--- config.mk ---
export PLATFORM = sky130hd
export DESIGN_NAME = fifo_wr_arbiter_flat
export DESIGN_NICKNAME = d
export VERILOG_FILES = /design/src/rtl/fifo_arb_pkg.sv /design/src/rtl/fifo_wr_arbiter_if.sv /design/src/rtl/rr_pick.sv /design/src/rtl/fifo_wr_arbiter.sv /design/src/flat_wrapper.sv
export SDC_FILE = /design/constraint.sdc
export NUM_CORES = 1
export LEC_CHECK = 0
export ABC_AREA = 0
export BUFFER_PORTS_ARGS = -buffer_cell sky130_fd_sc_hd__buf_2
export CAP_MARGIN = 20
export CORE_MARGIN = 4
export CORE_UTILIZATION = 30
export DETAILED_ROUTE_END_ITERATION = 10
export GPL_ROUTABILITY_DRIVEN = 0
export PLACE_DENSITY = 0.74
export SLEW_MARGIN = 20
export SYNTH_ARGS = -nofsm -noshare
export SYNTH_HDL_FRONTEND = slang
export SYNTH_SLANG_ARGS = --single-unit
--- constraint.sdc ---
create_clock -name wclk -period 2.48 [get_ports wclk]
set_input_delay 0.124 -clock wclk [delete_from_list [all_inputs] [get_ports wclk]]
set_output_delay 0.124 -clock wclk [all_outputs]
set_load 0.02 [all_outputs]
--- src/rtl/fifo_arb_pkg.sv ---
// ---------------------------------------------------------------------------
// fifo_arb_pkg
//   Shared definitions for the FIFO write-port arbiter and its helpers.
//   - arb_state_t  : arbiter FSM states (IDLE, BURST)
//   - ADMIT_MARGIN : extra free entries required before a burst is admitted.
//                    The FIFO's wuse is registered and lags real occupancy.
//   - clog2_nreq() : index width for a count of n items (minimum 1 bit)
// ---------------------------------------------------------------------------
package fifo_arb_pkg;

    typedef enum logic [0:0] {
        IDLE  = 1'b0,
        BURST = 1'b1
    } arb_state_t;

    localparam int ADMIT_MARGIN = 2;

    function automatic int clog2_nreq(input int n);
        int w;
        w = 1;
        while ((1 << w) < n) begin
            w++;
        end
        return w;
    endfunction

endpackage

--- src/rtl/fifo_wr_arbiter_if.sv ---
// ---------------------------------------------------------------------------
// fifo_wr_arbiter_if
//   Bundle of the requester-side handshake and the FIFO write port that
//   the arbiter sits between.
//   Requester side : req_valid[NREQ], req_data[NREQ*DSIZE], req_last[NREQ],
//                    req_ready[NREQ]
//   FIFO side      : fifo_w_en, fifo_wdata[DSIZE], fifo_w_full,
//                    fifo_wuse[ASIZE]
//   Status         : grant_id[clog2(NREQ)], busy
//   Modports:
//   - master : the arbiter. It drives ready, FIFO write and status.
//   - slave  : the surroundings. These are the requesters plus the FIFO.
// ---------------------------------------------------------------------------
interface fifo_wr_arbiter_if
    import fifo_arb_pkg::*;
#(
    parameter int NREQ  = 4,
    parameter int DSIZE = 8,
    parameter int ASIZE = 10
);
    localparam int IW = clog2_nreq(NREQ);

    logic [NREQ-1:0]       req_valid;
    logic [NREQ*DSIZE-1:0] req_data;
    logic [NREQ-1:0]       req_last;
    logic [NREQ-1:0]       req_ready;
    logic                  fifo_w_en;
    logic [DSIZE-1:0]      fifo_wdata;
    logic                  fifo_w_full;
    logic [ASIZE-1:0]      fifo_wuse;
    logic [IW-1:0]         grant_id;
    logic                  busy;

    modport master (
        input  req_valid, req_data, req_last, fifo_w_full, fifo_wuse,
        output req_ready, fifo_w_en, fifo_wdata, grant_id, busy
    );

    modport slave (
        output req_valid, req_data, req_last, fifo_w_full, fifo_wuse,
        input  req_ready, fifo_w_en, fifo_wdata, grant_id, busy
    );

endinterface

--- src/rtl/rr_pick.sv ---
// ---------------------------------------------------------------------------
// rr_pick
//   Purely combinational round-robin picker.
//   The picker returns the first set bit of req found after ptr. The
//   search wraps around cyclically.
//   When prio0_en is high, req[0] wins outright. In that case prio_hit
//   is raised, which tells the caller to leave its pointer alone.
//   Ports:
//   - req[NREQ]  in  : request vector
//   - ptr[IW]    in  : index of the most recent round-robin winner
//   - prio0_en   in  : give requester 0 absolute priority
//   - found      out : any request present
//   - idx[IW]    out : winning index
//   - prio_hit   out : the winner came from the priority path
// ---------------------------------------------------------------------------
module rr_pick
    import fifo_arb_pkg::*;
#(
    parameter int NREQ = 4,
    parameter int IW   = clog2_nreq(NREQ)
) (
    input  logic [NREQ-1:0] req,
    input  logic [IW-1:0]   ptr,
    input  logic            prio0_en,
    output logic            found,
    output logic [IW-1:0]   idx,
    output logic            prio_hit
);

    // Rotated view of the request vector.
    // rot[k] is the request k+1 places after ptr.
    logic [NREQ-1:0] rot;
    logic [IW-1:0]   rot_idx [NREQ];

    genvar gi;
    generate
        for (gi = 0; gi < NREQ; gi++) begin : g_rot
            assign rot_idx[gi] = IW'((int'(ptr) + 1 + gi) % NREQ);
            assign rot[gi]     = req[rot_idx[gi]];
        end
    endgenerate

    always_comb begin
        found    = 1'b0;
        idx      = '0;
        prio_hit = 1'b0;
        // Scan from the far end down, so the nearest request is written last.
        for (int k = NREQ - 1; k >= 0; k--) begin
            if (rot[k]) begin
                found = 1'b1;
                idx   = rot_idx[k];
            end
        end
        if (prio0_en && req[0]) begin
            found    = 1'b1;
            idx      = '0;
            prio_hit = 1'b1;
        end
    end

endmodule

--- src/rtl/fifo_wr_arbiter.sv ---
// ---------------------------------------------------------------------------
// fifo_wr_arbiter
//   Round-robin burst arbiter that shares the single write port of an async
//   stream FIFO among NREQ requesters. Everything runs in the write clock
//   domain.
//   A grant is held for one atomic burst. The burst ends after MAX_BURST
//   beats or at req_last, whichever comes first.
//   A burst is admitted only when the FIFO has at least
//   MAX_BURST + ADMIT_MARGIN free entries.
//   Ports:
//   - wclk  in : write-domain clock (posedge)
//   - rst   in : asynchronous, active-high reset
//   - bus      : fifo_wr_arbiter_if.master. It carries:
//                req_valid/req_data/req_last in, req_ready out;
//                fifo_w_full/fifo_wuse in, fifo_w_en/fifo_wdata out;
//                grant_id and busy status out.
//   Build option:
//   - FIFO_ARB_PRIO_EN. When defined, requester 0 pre-empts round-robin
//     at admission time and the rr pointer is left untouched.
// ---------------------------------------------------------------------------
module fifo_wr_arbiter
    import fifo_arb_pkg::*;
#(
    parameter int NREQ      = 4,
    parameter int DSIZE     = 8,
    parameter int ASIZE     = 10,
    parameter int MAX_BURST = 16
) (
    input  logic              wclk,
    input  logic              rst,
    fifo_wr_arbiter_if.master bus
);

    localparam int IW = clog2_nreq(NREQ);
    localparam int CW = clog2_nreq(MAX_BURST);
    localparam logic [ASIZE+1:0] ADMIT_MIN = (ASIZE+2)'(MAX_BURST + ADMIT_MARGIN);

`ifdef FIFO_ARB_PRIO_EN
    localparam logic PRIO0_EN = 1'b1;
`else
    localparam logic PRIO0_EN = 1'b0;
`endif

    arb_state_t      state_reg;
    logic [IW-1:0]   rr_ptr_reg;
    logic [IW-1:0]   grant_reg;
    logic [CW-1:0]   beat_cnt_reg;
    logic            busy_reg;

    // When the FIFO is full, wuse wraps to 0. The full flag therefore
    // has to force the free-space figure to zero.
    logic [ASIZE:0]  free;
    logic            admit;
    assign free  = bus.fifo_w_full ? '0
                 : (ASIZE+1)'(1 << ASIZE) - {1'b0, bus.fifo_wuse};
    assign admit = ({1'b0, free} >= ADMIT_MIN);

    logic            pick_found;
    logic [IW-1:0]   pick_idx;
    logic            pick_prio;

    rr_pick #(
        .NREQ (NREQ),
        .IW   (IW)
    ) u_pick (
        .req      (bus.req_valid),
        .ptr      (rr_ptr_reg),
        .prio0_en (PRIO0_EN),
        .found    (pick_found),
        .idx      (pick_idx),
        .prio_hit (pick_prio)
    );

    // Beat-level datapath. These signals are combinational from the
    // registered grant.
    logic             in_burst;
    logic             beat_acc;
    logic             burst_end;
    logic [NREQ-1:0]  ready_vec;
    logic [DSIZE-1:0] data_arr [NREQ];

    assign in_burst  = (state_reg == BURST);
    assign beat_acc  = in_burst & bus.req_valid[grant_reg] & ~bus.fifo_w_full;
    assign burst_end = beat_acc & (bus.req_last[grant_reg] |
                                   (beat_cnt_reg == CW'(MAX_BURST - 1)));

    genvar gi;
    generate
        for (gi = 0; gi < NREQ; gi++) begin : g_req
            assign ready_vec[gi] = in_burst && (grant_reg == IW'(gi)) && !bus.fifo_w_full;
            assign data_arr[gi]  = bus.req_data[gi*DSIZE +: DSIZE];
        end
    endgenerate

    assign bus.req_ready  = ready_vec;
    assign bus.fifo_w_en  = beat_acc;
    assign bus.fifo_wdata = in_burst ? data_arr[grant_reg] : '0;
    assign bus.grant_id   = grant_reg;
    assign bus.busy       = busy_reg;

    always_ff @(posedge wclk or posedge rst) begin
        if (rst) begin
            state_reg    <= IDLE;
            rr_ptr_reg   <= IW'(NREQ - 1);
            grant_reg    <= '0;
            beat_cnt_reg <= '0;
            busy_reg     <= 1'b0;
        end else begin
            case (state_reg)
                IDLE: begin
                    if (pick_found && admit) begin
                        grant_reg    <= pick_idx;
                        // A priority win does not consume a round-robin turn.
                        if (!pick_prio) begin
                            rr_ptr_reg <= pick_idx;
                        end
                        beat_cnt_reg <= '0;
                        state_reg    <= BURST;
                        busy_reg     <= 1'b1;
                    end
                end
                BURST: begin
                    // Stalls on invalid data or a full FIFO simply hold here.
                    // Bursts are atomic and have no timeout.
                    if (burst_end) begin
                        state_reg <= IDLE;
                        busy_reg  <= 1'b0;
                    end else if (beat_acc) begin
                        beat_cnt_reg <= beat_cnt_reg + 1'b1;
                    end
                end
                default: begin
                    state_reg <= IDLE;
                    busy_reg  <= 1'b0;
                end
            endcase
        end
    end

endmodule

--- src/flat_wrapper.sv ---
// flat-port wrapper written by rule: the top's interface ports become plain ports
module fifo_wr_arbiter_flat import fifo_arb_pkg::*;
#(
    parameter int NREQ      = 4,
    parameter int DSIZE     = 8,
    parameter int ASIZE     = 10,
    parameter int MAX_BURST = 16
)
  (wclk, rst, bus_req_valid, bus_req_data, bus_req_last, bus_fifo_w_full, bus_fifo_wuse, bus_req_ready, bus_fifo_w_en, bus_fifo_wdata, bus_grant_id, bus_busy);
  fifo_wr_arbiter_if #(.NREQ(NREQ), .DSIZE(DSIZE), .ASIZE(ASIZE)) bus_i ();
  input  logic wclk;
  input  logic rst;
  input wire logic [$bits(bus_i.req_valid)-1:0] bus_req_valid;
  input wire logic [$bits(bus_i.req_data)-1:0] bus_req_data;
  input wire logic [$bits(bus_i.req_last)-1:0] bus_req_last;
  input wire logic [$bits(bus_i.fifo_w_full)-1:0] bus_fifo_w_full;
  input wire logic [$bits(bus_i.fifo_wuse)-1:0] bus_fifo_wuse;
  output wire logic [$bits(bus_i.req_ready)-1:0] bus_req_ready;
  output wire logic [$bits(bus_i.fifo_w_en)-1:0] bus_fifo_w_en;
  output wire logic [$bits(bus_i.fifo_wdata)-1:0] bus_fifo_wdata;
  output wire logic [$bits(bus_i.grant_id)-1:0] bus_grant_id;
  output wire logic [$bits(bus_i.busy)-1:0] bus_busy;
  assign bus_i.req_valid = bus_req_valid;
  assign bus_i.req_data = bus_req_data;
  assign bus_i.req_last = bus_req_last;
  assign bus_i.fifo_w_full = bus_fifo_w_full;
  assign bus_i.fifo_wuse = bus_fifo_wuse;
  assign bus_req_ready = bus_i.req_ready;
  assign bus_fifo_w_en = bus_i.fifo_w_en;
  assign bus_fifo_wdata = bus_i.fifo_wdata;
  assign bus_grant_id = bus_i.grant_id;
  assign bus_busy = bus_i.busy;
  fifo_wr_arbiter #(.NREQ(NREQ), .DSIZE(DSIZE), .ASIZE(ASIZE), .MAX_BURST(MAX_BURST)) u_core (.wclk(wclk), .rst(rst), .bus(bus_i));
endmodule
==> results of run 1 <==
[placed cells by master (no fill, tap or decap), drive strengths merged]
cell type and instances:
o21a 3, o31ai 1, a21o 3, nand2 3, clkinv 2, mux4 10, nor3b 2, o21ai 4
and2 8, and3 2, o31a 1, dfstp 2, and2b 1, a221o 1, a21oi 4, nor3 5
inv 7, nor2 3, buf 69, a31oi 2, mux2i 1, nand2b 2, a211oi 1, ha 2
dlygate4sd3 1, o311ai 1, nor4 1, mux2 1, nor2b 2, clkbuf 4, nand3 3, dfrtp 8
o211ai 2
[through the flow]
| stage | setup slack, ns | utilization [%] | hold slack [ns] | cell area (um^2) |
|---|---|---|---|---|
| floorplan | 0.550 | - | -0.0373 | 936 |
| global placement | 0.611 | 43.2 | 0.123 | 1310 |
| detailed placement | 0.559 | 43.2 | 0.116 | 1310 |
| CTS | 0.476 | 44.4 | 0.231 | 1340 |
| global route | 0.404 | 44.4 | 0.266 | 1340 |
| finish | 0.511 | 44.4 | 0.237 | 1340 |
[worst max-delay path by stage]
stage	to	depth (start not counted)	slack (ns)	start
floorplan	u_core.beat_cnt_reg[1]	7	0.55	u_core.bus.grant_id[0]
global placement	u_core.beat_cnt_reg[2]	6	0.61	u_core.bus.grant_id[1]
detailed placement	u_core.beat_cnt_reg[2]	6	0.56	u_core.bus.grant_id[1]
CTS	bus_fifo_wdata[6]	4	0.48	u_core.bus.grant_id[0]
global route	bus_fifo_wdata[6]	4	0.40	u_core.bus.grant_id[0]
finish	bus_fifo_wdata[6]	4	0.51	u_core.bus.grant_id[0]
[power groups by stage]
stage          Combinational [mW]  Sequential (mW)  Clock, mW
2_1_floorplan               0.650            0.334          0
3_3_place_gp                0.816            0.367          0
3_5_place_dp                0.827            0.371          0
4_1_cts                     0.830            0.368      0.116
5_1_grt                     0.891            0.387      0.124
6_report                    0.818            0.365      0.113
[critical path: stages (launching register included)]
cell     delay, ns
dfrtp_1       0.48
buf_4         0.26
mux4_2        0.52
and2_1        0.18
buf_2         0.16
[metal layers]
layer  vias to the layer above  track usage, %  part of all wire, %  routed length [um]
li1                        494               -                    -                   -
met5                         -               0                    0                   0
met3                         4            5.45                   17                 417
met1                       445            13.0                   38                 939
met4                         0            3.23                 0.80                  20
met2                        61            21.2                   45                1110
[cell families (layout without fill, tap and decap cells)]
group / Yosys count / count (layout) / share of synthesized area [%]
AND/OR/NAND/NOR: 32 / 32 / 19.7
AO/OA/AOI/OAI: 23 / 23 / 17.2
buffers and inverters: 14 / 83 / 7.08
multiplexers: 12 / 12 / 26.3
flip-flops: 10 / 10 / 27.0
adder cells (fa/ha/maj): 2 / 2 / 2.67
[layout make-up]
| type | instances | area, um^2 |
|---|---|---|
| Multi-Input combinational cell | 69 | 617 |
| Timing Repair Buffer | 70 | 358 |
| Tap cell | 44 | 55.1 |
| Clock buffer | 4 | 26.3 |
| Fill cell | 296 | 1680 |
| Inverter | 9 | 35.0 |
| Sequential cell | 10 | 253 |
[timing repair]
| item | 4_1_cts | 5_1_grt |
|---|---|---|
| resized for setup | 0 | 0 |
| hold buffers | 1 | 0 |
| hold endpoints to repair | 8 | 0 |
| setup endpoints to repair | 0 | 0 |
==> results.toml, run 1 <==
[flow_run]
drv_cap = 0

[critical_path]
cp-end-kind = "output port"
r2r_slack_ns = 0.58
path_class = "reg2out"
cp-start-kind = "flip-flop"
r2r_cells = 6
r2r-start = "u_core.bus.grant_id[1]"
r2r-end = "u_core.beat_cnt_reg[2]"
required_ns = 2.36
critPathMaxFanout = 9
cp_data_arrival_time_ns = 1.85

[clock_network]
post_cts_buffers = 0
clk_latency_ns = 0.26
clk_pin_slew_worst_paths_ns = 0.06
cts_buffers = 3
cts_tree = "yes"
cts_root_buffer = "clkbuf_4"
clockBufferDepth = 2
cts_sinks = 10
cts-htree-levels = 1

[power]
clkPwrFrac_pct = 8.7
max-vdd-ir-drop_v = 0.000300
p_total_mw = 1.30
power_leakage_nw = 0.669
power_density_nw_per_um2 = 964
power.internal_mw = 0.723
p_seq_share_pct = 28.2
p_switching_mw = 0.572
combinationalPowerShare_pct = 63.1
p_sw_share_pct = 44.2

[global_route]
grtUsageTotal_pct = 12.1
grt_pass1_wl_um = 4000
grt_pass1_vias = 930
antenna_found_initial = 0
grt_max_degree = 15
grt-ovfl-total = 0

[floorplan]
num_rows = 20
ioPinCount = 69
initial_core_util_pct = 30.9
die_width_um = 63.9
coreArea_um2 = 3030
die_h_um = 63.9
dieArea_um2 = 4080

[routing]
vias = 1004
dr.pass1.iters = 4
viasPerCell = 4.87
drtIter0Drc = 27
drt_wl_total_um = 2490
antenna_left = 0
wl_per_cell_um = 12.1
drc = 0

[timing]
setup_violations = 0
max_freq_ghz = 0.508
slew_headroom_pct = 67.3
tns_ns = 0
clock_skew_ns = 0.0111
hold_violations = 0
finalMaxSlewViolations = 0
min_period_ns = 1.97
tightest_slew_ns = 0.491
fin_crit_sh_pct = 79.4
rsz0062_at_grt = "false"

[layout]
largest_reg_flops = 4
nNetsFinal = 218
finalNonFillerCells = 206
num_antenna_cells = 0
drive_above_1_share_pct = 55.6
syn2layout_area_growth_pct = 43.6

[outcome]
status = "finished, final reports clean"

[logic_synthesis]
synth_edf_count = 0
synth_top_area_cell = "mux4_2"
yosysMostFrequentCell = "mux4_2"
synth.area.top_cells = "mux4_2, dfrtp_1, dfstp_2"
syn_inst = 93
ys_seq_area_share_pct = 27.0
netlist-cell-type-count = 41
synth-main-ff-cell = "dfrtp_1"
yosysTopAreaCellShare_pct = 24.1
ys_warn_count = 0
syn_area_per_cell_um2 = 10.1
synth_seq_cells = 10
syn-cell-area_um2 = 936
synth_common_cells = "mux4_2, and2_1, dfrtp_1, inv_1, nor3_1"
async_reset_ff_share_pct = 100
synth_nets = 148

[place]
dp_hpwl_um = 2180
placed_cells = 201
io_buffers = 68

[hold_path]
hold_path_class = "in2reg"
hold_depth = 3
holdCritStartpoint = "bus_req_valid[0]"
min_to = "u_core.rr_ptr_reg[0]"
Power figures use the tool's default switching activity.
==> run 2: changes to the inputs <==
==> constraint.sdc (replaced) <==
create_clock -name wclk -period 2 [get_ports wclk]
set_input_delay 0.1 -clock wclk [delete_from_list [all_inputs] [get_ports wclk]]
set_output_delay 0.1 -clock wclk [all_outputs]
set_load 0.02 [all_outputs]
==> run 2 against run 1 <==
- combinational power grew 38%
- setup slack lost 0.36 ns
- routed wire length grew 2.7%
- hold slack lost 0.041 ns
- die area is the same
- via count grew 1.3%
- register-to-register slack lost 0.43 ns
- first-iteration DRC count shrank 52%
- non-clock buffer count grew 3
- critical path type unchanged
- critical endpoint unchanged
- largest power group unchanged
- highest routed layer unchanged
==> results.toml, run 2 (synthesis gave the netlist of run 1 again) <==
[outcome]
status = "finished, final reports clean"

[routing]
wl_per_cell_um = 12.2
drtIter0Drc = 13
drc = 0
antenna_left = 0
dr.pass1.iters = 2
viasPerCell = 4.87
drt_wl_total_um = 2560
vias = 1017

[timing]
whs_ns = 0.195
tightest_slew_ns = 0.387
rsz0062_at_grt = "false"
max_freq_ghz = 0.540
tns_ns = 0
slew_headroom_pct = 74.2
finalMaxSlewViolations = 0
fin_crit_sh_pct = 92.5
setup_violations = 0
hold_violations = 0
min_period_ns = 1.85
clock_skew_ns = 0.000793

[critical_path]
critPathMaxFanout = 9
cp-end-kind = "output port"
r2r-start = "u_core.bus.grant_id[0]"
r2r_slack_ns = 0.15
r2r_cells = 6
path_class = "reg2out"
r2r-end = "u_core.beat_cnt_reg[2]"
cp-start-kind = "flip-flop"
required_ns = 1.90
cp_data_arrival_time_ns = 1.75

[layout]
largest_reg_flops = 4
num_antenna_cells = 0
postLayoutCellArea_um2 = 1380
nNetsFinal = 221
layout_commonest_cell = "buf_2"
final_cell_mix = "buf_2, mux4_2, and2_1, dfrtp_1, inv_1"
syn2layout_area_growth_pct = 47.5
num-fill-cells = 306
seq_area_um2 = 253
multi_input_area_um2 = 617
drive_above_1_share_pct = 57.0

[place]
place_area_um2 = 1330
dp_hpwl_um = 2210
io_buffers = 68

[floorplan]
dieArea_um2 = 4080
initial_core_util_pct = 30.9
coreArea_um2 = 3030
die_width_um = 63.9
die_h_um = 63.9
num_rows = 20
ioPinCount = 69

[clock_network]
cts-htree-levels = 1
cts_root_buffer = "clkbuf_4"
clockBufferDepth = 2
clk_latency_ns = 0.26
cts_sinks = 10
cts_buffers = 3
cts_tree = "yes"
clk_pin_slew_worst_paths_ns = 0.07

[power]
p_total_mw = 1.70
power_leakage_nw = 0.691
max-vdd-ir-drop_v = 0.000526
power_density_nw_per_um2 = 1230

[global_route]
grt_pass1_vias = 1003
antenna_found_initial = 0
grt-ovfl-total = 0
grtUsageTotal_pct = 12.7
grt_max_degree = 13
grt_pass1_wl_um = 4200

[hold_path]
hold_depth = 3
holdCritStartpoint = "bus_req_valid[3]"
hold_path_class = "in2reg"
min_to = "u_core.bus.grant_id[1]"

[flow_run]
drv_cap = 0
## run 2: worst max-delay path by stage
stage	cells after the start	start	endpoint	slack [ns]
floorplan	7	u_core.bus.grant_id[0]	u_core.beat_cnt_reg[1]	0.07
global placement	8	bus_fifo_wuse[0]	u_core.beat_cnt_reg[2]	0.22
detailed placement	8	bus_fifo_wuse[0]	u_core.beat_cnt_reg[2]	0.17
CTS	4	u_core.bus.grant_id[0]	bus_fifo_wdata[6]	0.09
global route	4	u_core.bus.grant_id[0]	bus_fifo_wdata[6]	0.03
finish	4	u_core.bus.grant_id[0]	bus_fifo_wdata[6]	0.15
## run 2: timing repair
action	4_1_cts	5_1_grt
endpoints found under the setup margin	0	1
hold endpoints to repair	8	0
setup buffers	0	0
hold buffers	1	0
gates resized for setup	0	1
## run 2: layout make-up
| type | count | share of cell area (%) |
|---|---|---|
| well taps | 44 | 3.99 |
| flip-flops and latches | 10 | 18.3 |
| inverters | 9 | 2.54 |
| clock buffers | 4 | 2.63 |
| multi-input cells | 69 | 44.7 |
| repair buffers | 73 | 27.8 |
## run 2: report_power, final
group	internal (mW)	switching [mW]	total, mW
clock	0.110	0.0711	0.181
combinational	0.558	0.575	1.13
sequential	0.305	0.0843	0.389
total	0.973	0.731	1.70
## run 2: stage by stage
stage | setup slack (ns) | std cells | utilization (%)
floorplan | 0.0696 | 93 | -
global placement | 0.219 | 204 | 43.9
detailed placement | 0.166 | 204 | 43.9
CTS | 0.0907 | 209 | 45.5
global route | 0.0346 | 209 | 45.6
finish | 0.149 | 209 | 45.6
## run 2: metal layers
metal / vias to the layer above / track usage, % / share of wire, %
met4: 0 / 4.04 / 0.59
met2: 59 / 21.9 / 43
met5: - / 0 / 0
met1: 459 / 14.2 / 41
li1: 497 / - / -
met3: 2 / 5.10 / 15
## run 2: worst max-delay path: stages (launching register included)
cell,delay [ns]
dfrtp_1,0.45
buf_6,0.20
mux4_2,0.50
and2_1,0.18
buf_2,0.16
